[src/rtl/arb_m2_rr_if.sv]
// arb_m2_rr_if: req/ack/resp memory bus; master drives requests, slave returns ack and read responses
interface arb_m2_rr_if;
  logic        req;
  logic        we;
  logic [31:0] addr;
  logic [31:0] wdata;
  logic [3:0]  be;
  logic        ack;
  logic        resp;
  logic [31:0] rdata;
  modport master (output req, we, addr, wdata, be, input ack, resp, rdata);
  modport slave  (input req, we, addr, wdata, be, output ack, resp, rdata);
endinterface

[src/rtl/arb_m2_rr.sv]
// arb_m2_rr: two-master round-robin arbiter onto one slave, routing in-order read responses to the issuing master
module arb_m2_rr #(
  parameter int MAX_RD = 4
) (
  input  logic       clk_i,
  input  logic       rst_i,
  arb_m2_rr_if.slave  m0,
  arb_m2_rr_if.slave  m1,
  arb_m2_rr_if.master s
);
  localparam int CW = $clog2(MAX_RD + 1);
  logic          rr_last, lock_vld, lock_id, rd_own;
  logic [CW-1:0] rd_cnt;
  logic          idle, rd_room, el0, el1, hold, gnt_vld, gnt_id, rd_acc, rd_dec, rsp0, rsp1;
  // Only the read owner may issue while reads are outstanding; its writes bypass the read limit
  assign idle    = rd_cnt == '0;
  assign rd_room = rd_cnt < CW'(MAX_RD);
  assign el0     = m0.req & (idle | (!rd_own & (m0.we | rd_room)));
  assign el1     = m1.req & (idle | (rd_own & (m1.we | rd_room)));
  assign hold    = lock_vld & (lock_id ? el1 : el0);
  assign gnt_vld = rst_i & (el0 | el1);
  assign gnt_id  = hold ? lock_id : (el0 & el1) ? !rr_last : el1;
  assign s.req   = gnt_vld;
  assign s.we    = gnt_vld & (gnt_id ? m1.we : m0.we);
  assign s.addr  = gnt_vld ? (gnt_id ? m1.addr : m0.addr) : '0;
  assign s.wdata = gnt_vld ? (gnt_id ? m1.wdata : m0.wdata) : '0;
  assign s.be    = gnt_vld ? (gnt_id ? m1.be : m0.be) : '0;
  assign m0.ack  = gnt_vld & !gnt_id & s.ack;
  assign m1.ack  = gnt_vld & gnt_id & s.ack;
  assign rsp0     = rst_i & !idle & !rd_own;
  assign rsp1     = rst_i & !idle & rd_own;
  assign m0.resp  = rsp0 & s.resp;
  assign m1.resp  = rsp1 & s.resp;
  assign m0.rdata = rsp0 ? s.rdata : '0;
  assign m1.rdata = rsp1 ? s.rdata : '0;
  assign rd_acc = gnt_vld & !s.we & s.ack;
  assign rd_dec = s.resp & !idle;
  always_ff @(posedge clk_i or negedge rst_i) begin
    if (!rst_i) begin
      rr_last  <= 1'b1;
      lock_vld <= 1'b0;
      lock_id  <= 1'b0;
      rd_own   <= 1'b0;
      rd_cnt   <= '0;
    end else begin
      lock_vld <= gnt_vld & !s.ack;
      if (gnt_vld) lock_id <= gnt_id;
      if (gnt_vld & s.ack) rr_last <= gnt_id;
      if (rd_acc) rd_own <= gnt_id;
      rd_cnt <= (rd_acc == rd_dec) ? rd_cnt : rd_acc ? rd_cnt + 1'b1 : rd_cnt - 1'b1;
    end
  end
endmodule

[src/flat_wrapper.sv]
// flat-port wrapper written by rule: the top's interface ports become plain ports
module arb_m2_rr_flat 
#(
  parameter int MAX_RD = 4
)
  (clk_i, rst_i, m0_req, m0_we, m0_addr, m0_wdata, m0_be, m0_ack, m0_resp, m0_rdata, m1_req, m1_we, m1_addr, m1_wdata, m1_be, m1_ack, m1_resp, m1_rdata, s_req, s_we, s_addr, s_wdata, s_be, s_ack, s_resp, s_rdata);
  arb_m2_rr_if m0_i ();
  arb_m2_rr_if m1_i ();
  arb_m2_rr_if s_i ();
  input  logic clk_i;
  input  logic rst_i;
  input wire logic [$bits(m0_i.req)-1:0] m0_req;
  input wire logic [$bits(m0_i.we)-1:0] m0_we;
  input wire logic [$bits(m0_i.addr)-1:0] m0_addr;
  input wire logic [$bits(m0_i.wdata)-1:0] m0_wdata;
  input wire logic [$bits(m0_i.be)-1:0] m0_be;
  output wire logic [$bits(m0_i.ack)-1:0] m0_ack;
  output wire logic [$bits(m0_i.resp)-1:0] m0_resp;
  output wire logic [$bits(m0_i.rdata)-1:0] m0_rdata;
  input wire logic [$bits(m1_i.req)-1:0] m1_req;
  input wire logic [$bits(m1_i.we)-1:0] m1_we;
  input wire logic [$bits(m1_i.addr)-1:0] m1_addr;
  input wire logic [$bits(m1_i.wdata)-1:0] m1_wdata;
  input wire logic [$bits(m1_i.be)-1:0] m1_be;
  output wire logic [$bits(m1_i.ack)-1:0] m1_ack;
  output wire logic [$bits(m1_i.resp)-1:0] m1_resp;
  output wire logic [$bits(m1_i.rdata)-1:0] m1_rdata;
  output wire logic [$bits(s_i.req)-1:0] s_req;
  output wire logic [$bits(s_i.we)-1:0] s_we;
  output wire logic [$bits(s_i.addr)-1:0] s_addr;
  output wire logic [$bits(s_i.wdata)-1:0] s_wdata;
  output wire logic [$bits(s_i.be)-1:0] s_be;
  input wire logic [$bits(s_i.ack)-1:0] s_ack;
  input wire logic [$bits(s_i.resp)-1:0] s_resp;
  input wire logic [$bits(s_i.rdata)-1:0] s_rdata;
  assign m0_i.req = m0_req;
  assign m0_i.we = m0_we;
  assign m0_i.addr = m0_addr;
  assign m0_i.wdata = m0_wdata;
  assign m0_i.be = m0_be;
  assign m0_ack = m0_i.ack;
  assign m0_resp = m0_i.resp;
  assign m0_rdata = m0_i.rdata;
  assign m1_i.req = m1_req;
  assign m1_i.we = m1_we;
  assign m1_i.addr = m1_addr;
  assign m1_i.wdata = m1_wdata;
  assign m1_i.be = m1_be;
  assign m1_ack = m1_i.ack;
  assign m1_resp = m1_i.resp;
  assign m1_rdata = m1_i.rdata;
  assign s_req = s_i.req;
  assign s_we = s_i.we;
  assign s_addr = s_i.addr;
  assign s_wdata = s_i.wdata;
  assign s_be = s_i.be;
  assign s_i.ack = s_ack;
  assign s_i.resp = s_resp;
  assign s_i.rdata = s_rdata;
  arb_m2_rr #(.MAX_RD(MAX_RD)) u_core (.clk_i(clk_i), .rst_i(rst_i), .m0(m0_i), .m1(m1_i), .s(s_i));
endmodule
[config.mk]
export PLATFORM = sky130hd
export DESIGN_NAME = arb_m2_rr_flat
export DESIGN_NICKNAME = d
export VERILOG_FILES = /design/src/rtl/arb_m2_rr_if.sv /design/src/rtl/arb_m2_rr.sv /design/src/flat_wrapper.sv
export SDC_FILE = /design/constraint.sdc
export NUM_CORES = 1
export LEC_CHECK = 0
export CELL_PAD_IN_SITES_DETAIL_PLACEMENT = 1
export CELL_PAD_IN_SITES_GLOBAL_PLACEMENT = 1
export CORE_MARGIN = 2
export CORE_UTILIZATION = 13
export DETAILED_ROUTE_END_ITERATION = 8
export GPL_ROUTABILITY_DRIVEN = 0
export PLACE_DENSITY_LB_ADDON = 0.1
export SLEW_MARGIN = 20
export SYNTH_ARGS = -nofsm -noshare
export SYNTH_HDL_FRONTEND = slang
export SYNTH_SLANG_ARGS = --single-unit
[constraint.sdc]
create_clock -name clk_i -period 5.4 [get_ports clk_i]
set_input_delay 0.81 -clock clk_i [delete_from_list [all_inputs] [get_ports clk_i]]
set_output_delay 0.81 -clock clk_i [all_outputs]
set_load 0.03 [all_outputs]
# == After elaboration in Yosys (flattened, before gate mapping) ==
# Cells that the tools add are included.
# totals
latch_bits,0
output_inout_bits,138
romBits,0
elab_cells,56
in_bits,176
regBits,7
ramBits,0
mem_count,0
# classes
bitwise,27
n_eq_ne,1
addsub,2
div,0
shift,0
order_cmp,1
reduce_logical,7
mul,0
n_mux,13
# op_table
cell,count
$mux 32,6
$and 1x1->1,22
$mux 4,2
$logic_not 1->1,6
$or 1x1->1,5
$mux 1,4
$add 3x1->3 const B,1
$logic_not 3->1,1
$lt 3x3->1 const B,1
$mux 3,1
$sub 3x1->3 const B,1
$eq 1x1->1,1

# == Depth between registers and ports, before layout ==
# logic_depth
depth_word,14
depth_mapped,9
depth_no_buf,9

# == Least setup slack after synthesis ==
# OpenSTA, ideal clock, no wires.
# synth_timing
kind,in2out
from,input m1_req
to,output s_addr[12]
path_buffers,3
t_arrival_ns,2.442
stages,8
setup_slack_ns,2.148
required_ns,4.590
path_cell_list,nor4b_1 a31o_2 and2_1 clkbuf_1 buf_2 buf_2 nand2_1 a21oi_1
# synth_via
elab_chain_len,6
elab_cells_between_ends,10
cone_classes,5 x mux; 5 x bitwise
# synth_rtl
element,line,text
start: declaration,flat_wrapper.sv:20,input wire logic [$bits(m1_i.req)-1:0] m1_req;
$and 1x1->1 *,arb_m2_rr.sv:19,assign el1 = m1.req & (idle | (rd_own & (m1.we | rd_room)));
$and 1x1->1 / $mux 1 (equally long branches),"arb_m2_rr.sv:22, arb_m2_rr.sv:20",
$mux 1 / $and 1x1->1 (equally long branches),"arb_m2_rr.sv:22, arb_m2_rr.sv:20",
$mux 1,arb_m2_rr.sv:22,assign gnt_id = hold ? lock_id : (el0 & el1) ? !rr_last : el1;
$mux 32,arb_m2_rr.sv:25,assign s.addr = gnt_vld ? (gnt_id ? m1.addr : m0.addr) : '0;
$mux 32 *,arb_m2_rr.sv:25,
end: declaration,flat_wrapper.sv:30,output wire logic [$bits(s_i.addr)-1:0] s_addr;
# Mark *: on every way between the ends. The rest lies on a longest branch, timed or not.

# == Worst setup path after layout ==
# layout_timing
from,input m0_req
to,output s_wdata[22]
# layout_via
elab_chain_len,6
elab_cells_between_ends,10
cone_classes,5 x mux; 5 x bitwise
# layout_rtl
element,line,text
start: declaration,flat_wrapper.sv:12,input wire logic [$bits(m0_i.req)-1:0] m0_req;
$and 1x1->1 *,arb_m2_rr.sv:18,assign el0 = m0.req & (idle | (!rd_own & (m0.we | rd_room)));
$and 1x1->1 / $mux 1 (equally long branches),"arb_m2_rr.sv:22, arb_m2_rr.sv:20",
$mux 1 / $and 1x1->1 (equally long branches),"arb_m2_rr.sv:22, arb_m2_rr.sv:20",
$mux 1,arb_m2_rr.sv:22,
$mux 32,arb_m2_rr.sv:26,assign s.wdata = gnt_vld ? (gnt_id ? m1.wdata : m0.wdata) : '0;
$mux 32 *,arb_m2_rr.sv:26,
end: declaration,flat_wrapper.sv:31,output wire logic [$bits(s_i.wdata)-1:0] s_wdata;
# Marked as above.

==> summary.md <==
| Metric | Value |
|---|---|
| Crit path kind | in2out |
| H-tree levels | 1 |
| Levels on crit path | 8 |
| Clk Latency, worst-skew pair | around 0.23 ns |
| Setup violators final | 0 |
| Max-cap viol count | 0 |
| Worst hold slack | 0.478 ns |
| Cell Pwr Density | 372 nW/um^2 |
| CTS buffer count | 3 |
| Critical Path AT | approximately 3.7 ns |
| GRT Overall Usage | between 10% and 20% |
| Syn_area_per_cell | approximately 5.4 um^2 |
| R2R Setup Slk | ~2.8 ns |
| Status | completed |
| Layout cells sized above 1 | roughly 3.2% |
| Max_slew headroom | between 40% and 50% |
| CTS resizes | 0 |
| CP max-delay cell | clkdlybuf4s50_1 |
| Initial Utilization | between 10% and 20% |
| Required @ worst endpoint | 4.59 ns |
| Die ar. | ~16,000 um^2 |
| Final WL | between 10,000 and 15,000 um |
| Synthesized Nets | between 500 and 600 |
| Post-Syn Instances | between 300 and 400 |
| Synth cell types | 34 |
| Pins Over Slew Limit | 0 |
| Chip Height | ~130 um |
| CTS tree | done |
| R2R cell count | 9 |
| Final #Nets | ~830 |
| Final Power | between 1.5 and 2 mW |
| Setup bufs post-CTS | 0 |
| Largest cells by area after synthesis | nand2_1 28%, and2_1 22%, a21oi_1 18% |
| YS warnings | 0 |
| Count of flip-flops with a built-in enable after synthesis | 0 |
| Seq/Total Area, Yosys | between 9 and 10% |
| DR pass1 iterations | 4 |
| FF+latch count, synth | 7 |
| Reg-to-reg startpoint | u_core.rd_cnt[2]$_DFFE_PN0P_ |
| Vias per cell | roughly 4.2 |
| Port buffer count | roughly 310 |
| Ys flop type | dfrtp_1 |
| Clock root buffer | clkbuf_16 |
| Cell mode on critical path | clkdlybuf4s50_1 |
| Crit Path Max Fanout | 39 |
| Flop pwr share | roughly 5.7% |
| Hold_sp | u_core.lock_id$_DFFE_PN0P_ |
| Initial antenna violation count | 0 |
| Synthesized area | 1910 um^2 |
| Starting DRC count in detailed routing | 56 |
| Final period utilization | a little over four fifths |
| Routed length per instance | 17.3 um |
| Ys async rst share | 100% |
| Critical Path Sink Type | output port |
| Clock tree buffer depth | 2 |
| P_int | 880 uW |
| Io pins | between 300 and 400 |
| Final antenna-violating net count | 0 |
| Vias in the first global route | approximately 3.8k |
| Final Critical Period | roughly 4.6 ns |
| Hold Vio Cnt, Final | 0 |
| GR Overflow Total | 0 |
| Area Growth Syn to Fin | 179% |
| Synth top area share | around 28% |
| Crit-path max cell delay | about 0.71 ns |
| Clk sink count | 7 |
| RR Endpoint | u_core.rd_cnt[2]$_DFFE_PN0P_ |
| Hold EP | u_core.lock_id$_DFFE_PN0P_ |
| CP Launch Type | primary input |
| Chip width | 125 um |
| Tightest Pin Transition | between 0.7 and 0.8 ns |
| Hold Path Class | reg2reg |
| Clock slew at reported path FFs | 0.04 ns |
| Global-route wire length before repair | about 22,000 um |
| Placed wire-length estimate | roughly 12,000 um |
| Diodes inserted | 0 |
| Largest net degree at the start of global routing | 40 |
| Cell taking the most area after synthesis | nand2_1 |
| Worst hold stages | 2 |
| Clock network power share | 6.4% |
| Final clock skew | around 0.0011 ns |
| Crit path buffers/inverters | 3 |
| F_max | around 0.22 GHz |
| Core ar. | about 14,000 um^2 |
| DR vias | approximately 3.5k |
| CP delay by family, top | buffers and inverters |
| VDD IR-drop max | between 0.0001 and 0.00015 V |
| DRC viols | 0 |
| Hold_buf cts | 0 |
| P_leak | just over 2 nW |
| RSZ-0062 raised after global routing | false |
| Sw Pwr | 1.10 mW |
| Sw frac | between 50% and 60% |
| # rows | 44 |
| Setup tns final | 0 ns |
| Logic pwr share | between 80% and 90% |
| CP Cell Sequence | clkdlybuf4s50_1 > or4b_1 > o21ai_2 > or2_2 > nand2_2 > buf_12 > a21oi_1 > clkdlybuf4s50_1 |
-- cells in the final DEF (no fill, tap or decap), drive strengths merged, types with 3 or more instances in the layout --
| master | count |
|---|---|
| clkbuf | 4 |
| a21oi | 69 |
| nor2 | 9 |
| dfrtp | 6 |
| clkdlybuf4s50 | 313 |
| buf | 7 |
| inv | 3 |
| o21ai | 5 |
| and2 | 68 |
| nand2 | 143 |
-- layer usage --
metal  routed length, um  vias to the layer above  track usage [%]
li1                    -                     1727                -
met4                 501                        0             6.47
met5                   0                        -                0
met2                7780                      154             34.1
met3                1040                       26             4.54
met1                5130                     1608             17.3
-- layout make-up --
| class | count | area, um^2 |
|---|---|---|
| Clock buffer | 4 | 78.8 |
| Tap cell | 184 | 230 |
| Timing Repair Buffer | 320 | 3210 |
| Fill cell | 1789 | 9110 |
| Multi-Input combinational cell | 317 | 1610 |
| Inverter | 3 | 11.3 |
| Sequential cell | 7 | 176 |
-- cell families (layout without fill, tap and decap cells) --
logic type | count (synthesis) | after routing | synth area share, %
XOR/XNOR | 3 | 3 | 1.77
AND/OR/NAND/NOR | 230 | 230 | 56.4
buffers and inverters | 31 | 327 | 6.70
adder cells (fa/ha/maj) | 1 | 1 | 1.05
AO/OA/AOI/OAI | 81 | 81 | 23.5
flip-flops | 7 | 7 | 9.26
multiplexers | 2 | 2 | 1.31
-- power groups by stage --
stage	logic (mW)	registers (mW)	clock network, mW
after floorplan	1.01	0.102	0
after global placement	1.74	0.112	0
after detailed placement	1.76	0.113	0
after CTS	1.77	0.114	0.131
after global routing	1.86	0.119	0.133
final	1.74	0.112	0.128
-- worst reg2reg max path, cell delays in order (launching register included) --
cell and delay [ns]:
dfrtp_1 0.44, or4b_1 0.56, o21ai_2 0.13, o211ai_4 0.14
nor3_4 0.23, inv_1 0.11, fa_1 0.44, and2_1 0.14
mux2i_1 0.16, xnor2_1 0.14
-- Yosys cell counts (2+ instances only) --
master,count
o21ai_0,3
nand2_1,143
nor2_1,9
and2_1,68
o211a_1,2
inv_1,3
a21oi_1,69
buf_2,9
dfrtp_1,6
clkbuf_1,19
-- worst max-delay path by stage --
stage	from	endpoint
3_3_place_gp	m0_req	s_wdata[29]
6_report	m0_req	s_wdata[22]
3_5_place_dp	m0_req	s_wdata[13]
5_1_grt	m0_req	s_wdata[19]
4_1_cts	m0_req	s_wdata[13]
2_1_floorplan	m1_req	s_addr[12]
-- flip-flops by register name (all words and copies together) (netlist names) --
name,count
u_core.rd_cnt,3
u_core.lock_vld,1
u_core.lock_id,1
u_core.rr_last,1
u_core.rd_own,1
-- metrics by stage --
step | util (%) | instance area, um^2 | worst slack [ns] | cells
after floorplan | - | 1910 | 2.15 | 355
after detailed placement | 36.3 | 5240 | 0.834 | 831
after CTS | 36.8 | 5320 | 0.815 | 835
final | 36.8 | 5320 | 0.849 | 835
after global placement | 36.3 | 5240 | 0.898 | 831
after global routing | 36.8 | 5320 | 0.645 | 835
No activity file was read; power rests on OpenSTA's default activity.
